==> config.mk <==
export PLATFORM = sky130hd
export DESIGN_NAME = tx_ila_sequencer
export DESIGN_NICKNAME = d
export VERILOG_FILES = /design/src/rtl/jesd_tx_pkg.sv /design/src/rtl/tx_ila_sequencer_ilas_octet_gen.sv /design/src/rtl/tx_ila_sequencer.sv
export SDC_FILE = /design/constraint.sdc
export NUM_CORES = 1
export LEC_CHECK = 0
export CORE_MARGIN = 2
export CORE_UTILIZATION = 46
export CTS_BUF_LIST = sky130_fd_sc_hd__clkbuf_8
export DETAILED_ROUTE_END_ITERATION = 7
export GPL_TIMING_DRIVEN = 0
export PLACE_DENSITY = 0.94
export SLEW_MARGIN = 20
export SYNTH_ARGS = -nofsm -noshare
export SYNTH_HDL_FRONTEND = slang
export SYNTH_SLANG_ARGS = --single-unit
==> constraint.sdc <==
create_clock -name clk -period 4.6 [get_ports clk]
set_clock_uncertainty 0.05 [all_clocks]
set_input_delay 0.46 -clock clk [delete_from_list [all_inputs] [get_ports clk]]
set_output_delay 0.46 -clock clk [all_outputs]
set_load 0.1 [all_outputs]
==> src/rtl/jesd_tx_pkg.sv <==
// Shared constants and types for the JESD TX character-clock sequencer.
package jesd_tx_pkg;

    // 8b/10b control characters used on the lane
    localparam logic [7:0] K28_5 = 8'hBC;  // /K/ code group sync
    localparam logic [7:0] K28_0 = 8'h1C;  // /R/ multiframe start
    localparam logic [7:0] K28_3 = 8'h7C;  // /A/ multiframe end
    localparam logic [7:0] K28_4 = 8'h9C;  // /Q/ config data follows

    // Number of link configuration octets carried in ILAS multiframe 1
    localparam int CFG_OCTETS = 14;
    localparam int CFG_W      = 8 * CFG_OCTETS;

    typedef enum logic [1:0] {
        CGS  = 2'd0,
        ILAS = 2'd1,
        DATA = 2'd2
    } state_e;

endpackage

==> src/rtl/tx_ila_sequencer_ilas_octet_gen.sv <==
// Combinational ILAS octet map: (multiframe, octet position, config) -> {octet, k}.
module ilas_octet_gen
    import jesd_tx_pkg::*;
#(
    parameter int FK    = 32,
    parameter int OCT_W = 10
) (
    input  logic [2:0]       mf_cnt_i,
    input  logic [OCT_W-1:0] oct_cnt_i,
    input  logic [CFG_W-1:0] cfg_i,
    output logic [7:0]       octet_o,
    output logic             k_o
);

    localparam logic [OCT_W-1:0] OCT_LAST = OCT_W'(FK - 1);

    logic [7:0] cfg_sel;
    logic       in_cfg;

    // Pick the config octet addressed by positions 2..15 of multiframe 1
    always_comb begin
        // NOTE: every comb output gets a default first so no latch is inferred.
        cfg_sel = '0;
        in_cfg  = 1'b0;
        for (int n = 0; n < CFG_OCTETS; n++) begin
            if (oct_cnt_i == OCT_W'(n + 2)) begin
                cfg_sel = cfg_i[8*n +: 8];
                in_cfg  = 1'b1;
            end
        end
    end

    // Apply the multiframe octet map in priority order
    always_comb begin
        octet_o = 8'(oct_cnt_i);  // ramp filler
        k_o     = 1'b0;
        if (oct_cnt_i == '0) begin
            octet_o = K28_0;
            k_o     = 1'b1;
        end else if (oct_cnt_i == OCT_LAST) begin
            octet_o = K28_3;
            k_o     = 1'b1;
        end else if (mf_cnt_i == 3'd1 && oct_cnt_i == OCT_W'(1)) begin
            octet_o = K28_4;
            k_o     = 1'b1;
        end else if (mf_cnt_i == 3'd1 && in_cfg) begin
            octet_o = cfg_sel;
        end
    end

endmodule

==> src/rtl/tx_ila_sequencer.sv <==
// CGS -> ILAS -> DATA sequencer feeding one octet per character clock to the link layer.
module tx_ila_sequencer
    import jesd_tx_pkg::*;
#(
    parameter int F      = 8,
    parameter int K      = 4,
    parameter int ILA_MF = 4,
    parameter int OCT_W  = 10
) (
    input  logic             clk,
    input  logic             rst,
    input  logic             i_sync_request,
    input  logic             i_lmfc_edge,
    input  logic [CFG_W-1:0] i_cfg,
    input  logic [7:0]       i_data,
    input  logic             i_k,
    input  logic             i_vld,
    output logic             o_ready,
    output logic [7:0]       o_data,
    output logic             o_k,
    output logic             o_vld,
    output logic [1:0]       o_state,
    output logic             o_align_err
);

    localparam int               FK       = F * K;
    localparam logic [OCT_W-1:0] OCT_LAST = OCT_W'(FK - 1);
    localparam logic [2:0]       MF_LAST  = 3'(ILA_MF - 1);

    state_e           state_q, state_d;
    logic [OCT_W-1:0] oct_q, oct_d;
    logic [2:0]       mf_q, mf_d;

    logic [7:0] data_q, data_d;
    logic       k_q, k_d;
    logic       vld_q, vld_d;
    logic       err_q, err_d;

    logic [7:0] ila_octet;
    logic       ila_k;

    // Counters describe the octet that goes out on the next edge, so the
    // generator is driven from the next-state values.
    ilas_octet_gen #(
        .FK    (FK),
        .OCT_W (OCT_W)
    ) u_octet_gen (
        .mf_cnt_i  (mf_d),
        .oct_cnt_i (oct_d),
        .cfg_i     (i_cfg),
        .octet_o   (ila_octet),
        .k_o       (ila_k)
    );

    // State and position counters
    always_ff @(posedge clk) begin
        // NOTE: sequential state uses non-blocking assignments only.
        if (rst) begin
            state_q <= CGS;
            oct_q   <= '0;
            mf_q    <= '0;
        end else begin
            state_q <= state_d;
            oct_q   <= oct_d;
            mf_q    <= mf_d;
        end
    end

    // Next state and next counter values; counters stay cleared outside ILAS
    always_comb begin
        state_d = state_q;
        oct_d   = '0;
        mf_d    = '0;
        unique case (state_q)
            CGS: begin
                if (!i_sync_request && i_lmfc_edge) state_d = ILAS;
            end
            ILAS: begin
                if (i_sync_request) begin
                    state_d = CGS;
                end else if (oct_q == OCT_LAST) begin
                    if (mf_q == MF_LAST) state_d = DATA;
                    else                 mf_d    = mf_q + 3'd1;
                end else begin
                    oct_d = oct_q + OCT_W'(1);
                    mf_d  = mf_q;
                end
            end
            DATA: begin
                if (i_sync_request) state_d = CGS;
            end
            default: state_d = CGS;
        endcase
    end

    // Output octet selection for the state entered on the next edge
    always_comb begin
        data_d = K28_5;
        k_d    = 1'b1;
        vld_d  = 1'b1;
        err_d  = 1'b0;
        unique case (state_d)
            ILAS: begin
                data_d = ila_octet;
                k_d    = ila_k;
                // An LMFC edge must coincide with octet 0 of the next multiframe
                err_d  = (state_q == ILAS) && i_lmfc_edge && (oct_d != '0);
            end
            DATA: begin
                data_d = i_vld ? i_data : data_q;
                k_d    = i_k;
                vld_d  = i_vld;
            end
            default: ;
        endcase
    end

    // Output registers
    always_ff @(posedge clk) begin
        if (rst) begin
            data_q <= K28_5;
            k_q    <= 1'b1;
            vld_q  <= 1'b1;
            err_q  <= 1'b0;
        end else begin
            data_q <= data_d;
            k_q    <= k_d;
            vld_q  <= vld_d;
            err_q  <= err_d;
        end
    end

    assign o_data      = data_q;
    assign o_k         = k_q;
    assign o_vld       = vld_q;
    assign o_align_err = err_q;
    assign o_state     = state_q;
    assign o_ready     = (state_q == DATA);

endmodule

Word-level counts from Yosys, hierarchy flattened:

Cells that the tools add are included.

* output and inout port bits: 14
* bits in read-only memories: 0
* input bits: 126
* memories: 0
* word-level logic and storage cells: 97
* latch bits: 0
* RAM bits: 0
* flip-flop bits (word level): 26

* multiply operators: 0
* div/mod/pow operators: 0
* bitwise gates (word level): 2
* equality and inequality tests: 24
* add/sub/neg operators: 2
* multiplexer cells: 51
* $lt $le $gt $ge: 0
* reductions and logical operators: 11
* shifts and indexed selects: 0

Operators by type and width (number)
* $mux W8: 19
* $eq A10 B4 Y1 const B: 8
* $eq A10 B3 Y1 const B: 4
* $mux W10: 3
* $eq A10 B2 Y1 const B: 2
* $eq A10 B5 Y1 const B: 2
* $mux W1: 17
* $pmux W8 S2: 1
* $mux W3: 4
* $add A10 B1 Y10 const B: 1
* $eq A10 B1 Y1 const B: 1
* $logic_not A10 Y1: 1
* $mux W2: 5
* $reduce_bool A10 Y1: 1
* $pmux W2 S3: 1
* $logic_and A1 B1 Y1: 5
* $eq A2 B1 Y1 const B: 2
* $eq A2 B2 Y1 const B: 2
* $reduce_or A2 Y1: 2
* $add A3 B1 Y3 const B: 1
* $eq A3 B1 Y1 const B: 1
* $eq A3 B2 Y1 const B: 1
* $logic_not A2 Y1: 1
* $ne A2 B2 Y1 const B: 1
* 3 further kinds: 4

Depth between registers and ports, before layout:

* depth in word-level cells: 25
* mapped depth: 18
* mapped depth without buffers: 16

Hierarchy:

A second synthesis with hierarchy kept.

* cells, all modules: 415
* area, all modules: 3030.4 um^2

By module, submodules not included
* ilas_octet_gen: cells each 250, sequential area each 0.0 um^2, instances 1, area an instance 1644.1 um^2
* tx_ila_sequencer: cells each 165, sequential area each 520.5 um^2, instances 1, area an instance 1386.3 um^2

Worst setup path after synthesis:

No wires, ideal clock.

* path type: register -> register
* start: register state_q[1], in the netlist o_state[1]
* end: register data_q[5], in the netlist o_data[5]
* arrival time: 4334 ps
* path buffers: 0
* period minus slack after synthesis: 4507 ps
* cell stages (with the launch flop): 12
* setup time: 124 ps
* data required time: 4426 ps
* path slack: 93 ps
* path through: dfxtp_1 -> nor2b_1 -> o21bai_1 -> inv_1 -> ha_1 -> nor2_1 -> nand2_1 -> a21oi_1 -> o21ai_0 -> or4_1 -> a21oi_1 -> a21oi_1

* elaborated cells between the ends (all ways): 67
* classes of those cells: 22 x eq/ne; 41 x mux; 4 x reduce/logical

RTL lines
* from (decl): line tx_ila_sequencer.sv:30 `state_e state_q, state_d;`
* from (signal assigned): line tx_ila_sequencer.sv:63 `state_q <= state_d;`
* $eq A2 B2 Y1 *
* net o_ready: line tx_ila_sequencer.sv:18 `output logic o_ready,`
* $pmux W2 S3 *: line tx_ila_sequencer.sv:74 `unique case (state_q)`
* net state_d[1]: line tx_ila_sequencer.sv:30
* $eq A2 B2 Y1 or $eq A2 B1 Y1 (tied branches): line tx_ila_sequencer.sv:102 `unique case (state_d)`
* $pmux W8 S2 or $ne A2 B2 Y1 (tied branches)
* to (signal assigned): line tx_ila_sequencer.sv:126 `data_q <= data_d;`
* to (decl): line tx_ila_sequencer.sv:34 `logic [7:0] data_q, data_d;`

Mark *: on every way through the listed nets, which the timed path passes. The rest lies on a longest branch.
A chain may end at the register's enable or synchronous reset.

Final worst setup path:

* start: input port i_sync_request
* end: register data_q[6], in the netlist o_data[6]

* longest elaborated chain between the ends: 23
* elaborated cells between the ends (all ways): 66
* classes of those cells: 20 x eq/ne; 41 x mux; 5 x reduce/logical

Ends and longest elaborated chain
* from (decl): line tx_ila_sequencer.sv:12 `input logic i_sync_request,`
* $mux W10: line tx_ila_sequencer.sv:79 `if (i_sync_request) begin`
* $mux W10: line tx_ila_sequencer.sv:74
* $eq A10 B2 Y1: line tx_ila_sequencer_ilas_octet_gen.sv:26 `if (oct_cnt_i == OCT_W'(n + 2)) begin`
* $mux W1 (14 in series): line tx_ila_sequencer_ilas_octet_gen.sv:26
* $logic_and A1 B1 Y1: line tx_ila_sequencer_ilas_octet_gen.sv:46 `end else if (mf_cnt_i == 3'd1 && in_cfg) begin`
* $mux W8: line tx_ila_sequencer_ilas_octet_gen.sv:46
* $mux W8: line tx_ila_sequencer_ilas_octet_gen.sv:43 `end else if (mf_cnt_i == 3'd1 && oct_cnt_i == OCT_W'(1)) begin`
* $mux W8: line tx_ila_sequencer_ilas_octet_gen.sv:40 `end else if (oct_cnt_i == OCT_LAST) begin`
* $mux W8: line tx_ila_sequencer_ilas_octet_gen.sv:37 `if (oct_cnt_i == '0) begin`
* $pmux W8 S2: line tx_ila_sequencer.sv:102

Parallel ways exist; a longest one is shown, timed or not.

==> flow_summary.ini <==
[logic_synthesis]
synthCells = 482
post_synth_num_cell_types = 90
synth_largest_area_cell = dfxtp_1
syn-num-nets = 612
ys_ff_latch = 26
yosysWarningCount = 0
syn-cell-area_um2 = 3550
syn_avg_cell_area_um2 = 7.36
synth_top_family_by_area = simple AND/OR/NAND/NOR gates
synthMuxAreaShare_pct = 2.40
synthSimpleGateAreaFrac_pct = 37.4
ys_seq_area_share_pct = 14.7
ys_async_sr_fraction_pct = 0
synthFlopType = dfxtp_1
yosysMostFrequentCell = nor2_1
synth_fa_ha_area_share_pct = 1.41
synth-edff-count = 0
synth.top_cells.by_count = nor2_1, nand3_1, nand2_1
synth.area.top_cells = dfxtp_1, nor2_1, nand3_1
synth_xor_area_share_pct = 1.73
synth_compound_area_share_pct = 35.6
synth_top_area_share_pct = 14.7

[cells_and_area]
layout-drive-gt1-share_pct = 11.5
final_nets = 755
syn2layout_area_growth_pct = 44.1
antennaDiodeCount = 0
final_cell_area_um2 = 5110

[clock_tree]
cts_buffers = 3
worstSkewPairLatency_ns = 0.29
clock-root-buffer = clkbuf_8
path_clk_slew_ns = 0.10
cts-resized-gates = 0
cts.sinks = 26
cts_tree = done
cts_buffer_depth = 2
h-tree-depth = 1
cts_setup_buffers = 0
hold_buffers = 0

[place]
dp_hpwl_um = 12100
placed_cell_area_um2 = 5060
io_buffers = 138
gp_congestion = 0.987

[timing]
rsz0062_at_grt = false
min_period_over_period_pct = 88.8
finalHoldViolCount = 0
holdWs_ns = 0.456
min_period_ns = 4.08
fmax_mhz = 245
finalSetupTns_ns = 0
setup_violations = 0
max-slew-margin-rel_pct = 34.3
max_slew.worst_pin.slew_ns = 0.983
drv_slew = 0

[drt]
via_per_inst = 6.76
met3WireLength_um = 1600
vias = 4908
drc = 0
routedWlPerCell_um = 20.9
wirelength_um = 15200
postRouteAntennaNets = 0
firstDrtPassIters = 6
route.met2.wl_um = 6920
routed.top_layer = met4
first_iter_violations = 623
routedLengthMet1_um = 6110

[worst_setup_path]
cp_data_required_time_ns = 4.71
cp_max_fo = 10
crit_chain = clkdlybuf4s50_1 -> nor3b_4 -> buf_6 -> o311ai_4 -> nor4_1 -> nand2_1 -> nor3_2 -> a221oi_2 -> a21oi_1 -> o311a_1 -> a21oi_1
r2r_start = oct_q[0]
worstPathArrival_ns = 4.20
cp-end-kind = flop
cpMostUsedCell = a21oi_1
rr_endpoint = o_data[6]
startpoint_type = input port
critPathKind = in -> reg
rrSetupSlack_ns = 0.57
max_stage_delay_ns = 0.67
slowest_stage = nor4_1
reg2reg_depth = 11

[pwr]
power.total_mw = 0.605
p_per_area_nw_per_um2 = 118
ir_worst_vdd_v = 0.0000788
netSwitchingPower_mw = 0.176
power.share.switching_pct = 29.2
pwr-share-clk_pct = 26.7
power_frac_comb_pct = 34.9
internal-power_mw = 0.428
p_seq_share_pct = 38.4
p_leak_nw = 1.71

[floorplanning]
coreArea_um2 = 7610
dieArea_um2 = 8430
start_util_pct = 46.6
row_count = 32
die_h_um = 91.8
num_io_pins = 140
die-width_um = 91.8

[worst_hold_path]
min-delay-start = mf_q[2]
min_to = mf_q[2]
hold_depth = 2
min_path_type = reg -> reg

[global_routing]
antenna_found_initial = 0
grt_pass1_vias = 4622
grt_use_total_pct = 34.7
grt_overflow = 0
grt_max_degree = 15
grt_pass1_wl_um = 23400

[job]
max-cap-violations = 0

[outcome]
status = completed
power by group through the flow:
stage / sequential [mW] / combinational (mW) / clock (mW)
5_1_grt: 0.233 / 0.219 / 0.166
2_1_floorplan: 0.266 / 0.0452 / 0
6_report: 0.232 / 0.211 / 0.161
4_1_cts: 0.232 / 0.208 / 0.156
3_5_place_dp: 0.237 / 0.207 / 0
3_3_place_gp: 0.237 / 0.207 / 0
state kept, by name (all words and copies together) (netlist names):
name and cells:
o_state 2, o_data 8, o_k 1, mf_q 3, o_align_err 1, oct_q 10, o_vld 1
metrics by stage:
| stage | setup WS, ns | util (%) | instances |
|---|---|---|---|
| 3_3_place_gp | 0.393 | 66.5 | 722 |
| 5_1_grt | 0.316 | 67.2 | 726 |
| 2_1_floorplan | 0.0926 | - | 482 |
| 3_5_place_dp | 0.416 | 66.5 | 722 |
| 6_report | 0.517 | 67.2 | 726 |
| 4_1_cts | 0.659 | 67.2 | 726 |
kinds of logic (layout without fill, tap and decap cells):
logic type	Yosys count	count (layout)
simple gates	239	239
compound gates	157	157
buf+inv	41	183
flops	26	26
mux	8	8
xor+xnor	7	7
fa+ha+maj	4	4
layout by cell type (no fill, tap or decap), types with 4 or more instances in the layout:
cell type and count:
a211oi_1 5, a21o_1 4, a21oi_1 22, a221oi_1 6, a22oi_1 6, a31oi_1 6, a32oi_1 6, and2_1 8
and4_1 4, buf_2 10, buf_4 7, buf_6 6, clkbuf_1 9, clkbuf_8 4, clkdlybuf4s50_1 138, dfxtp_1 26
ha_1 4, inv_1 9, mux2_2 4, mux2i_1 4, nand2_1 37, nand2b_1 6, nand3_1 39, nand4_1 13
nor2_1 53, nor3_1 33, nor4_1 4, o211ai_1 6, o21a_1 7, o21ai_0 15, o21ai_1 6, o221ai_1 5
o31ai_1 7, or3_1 4, or4_1 4, xnor2_1 4
area by class of cell:
cell class | count | area, um^2
sequential | 26 | 520
clock buffer | 4 | 55.1
inverter | 9 | 33.8
buffer | 32 | 204
tap | 102 | 128
fill | 659 | 2490
multi-input combinational | 415 | 2790
timing repair buffer | 138 | 1380
worst max path at each step:
stage,start,end,cells after the start
after global routing,oct_q[0],o_data[1],17
after global placement,i_sync_request,o_data[6],11
after detailed placement,i_sync_request,o_data[6],11
after floorplan,o_state[1],o_data[5],11
after CTS,oct_q[0],o_data[5],16
final,i_sync_request,o_data[6],11
layer usage:
layer	global-route usage (%)	up-vias
met4	14.7	0
met1	46.3	2260
met5	0	-
met2	56.6	400
li1	-	2183
met3	4.03	65
worst max-delay path, delay by kind of cell:
kind / cells / cell delay (ns)
AOI/OAI and AO/OA: 5 / 1.16
buffers and inverters: 2 / 0.71
and+or+nand+nor: 4 / 1.86
Note: power is estimated with default switching activity, not from simulation.
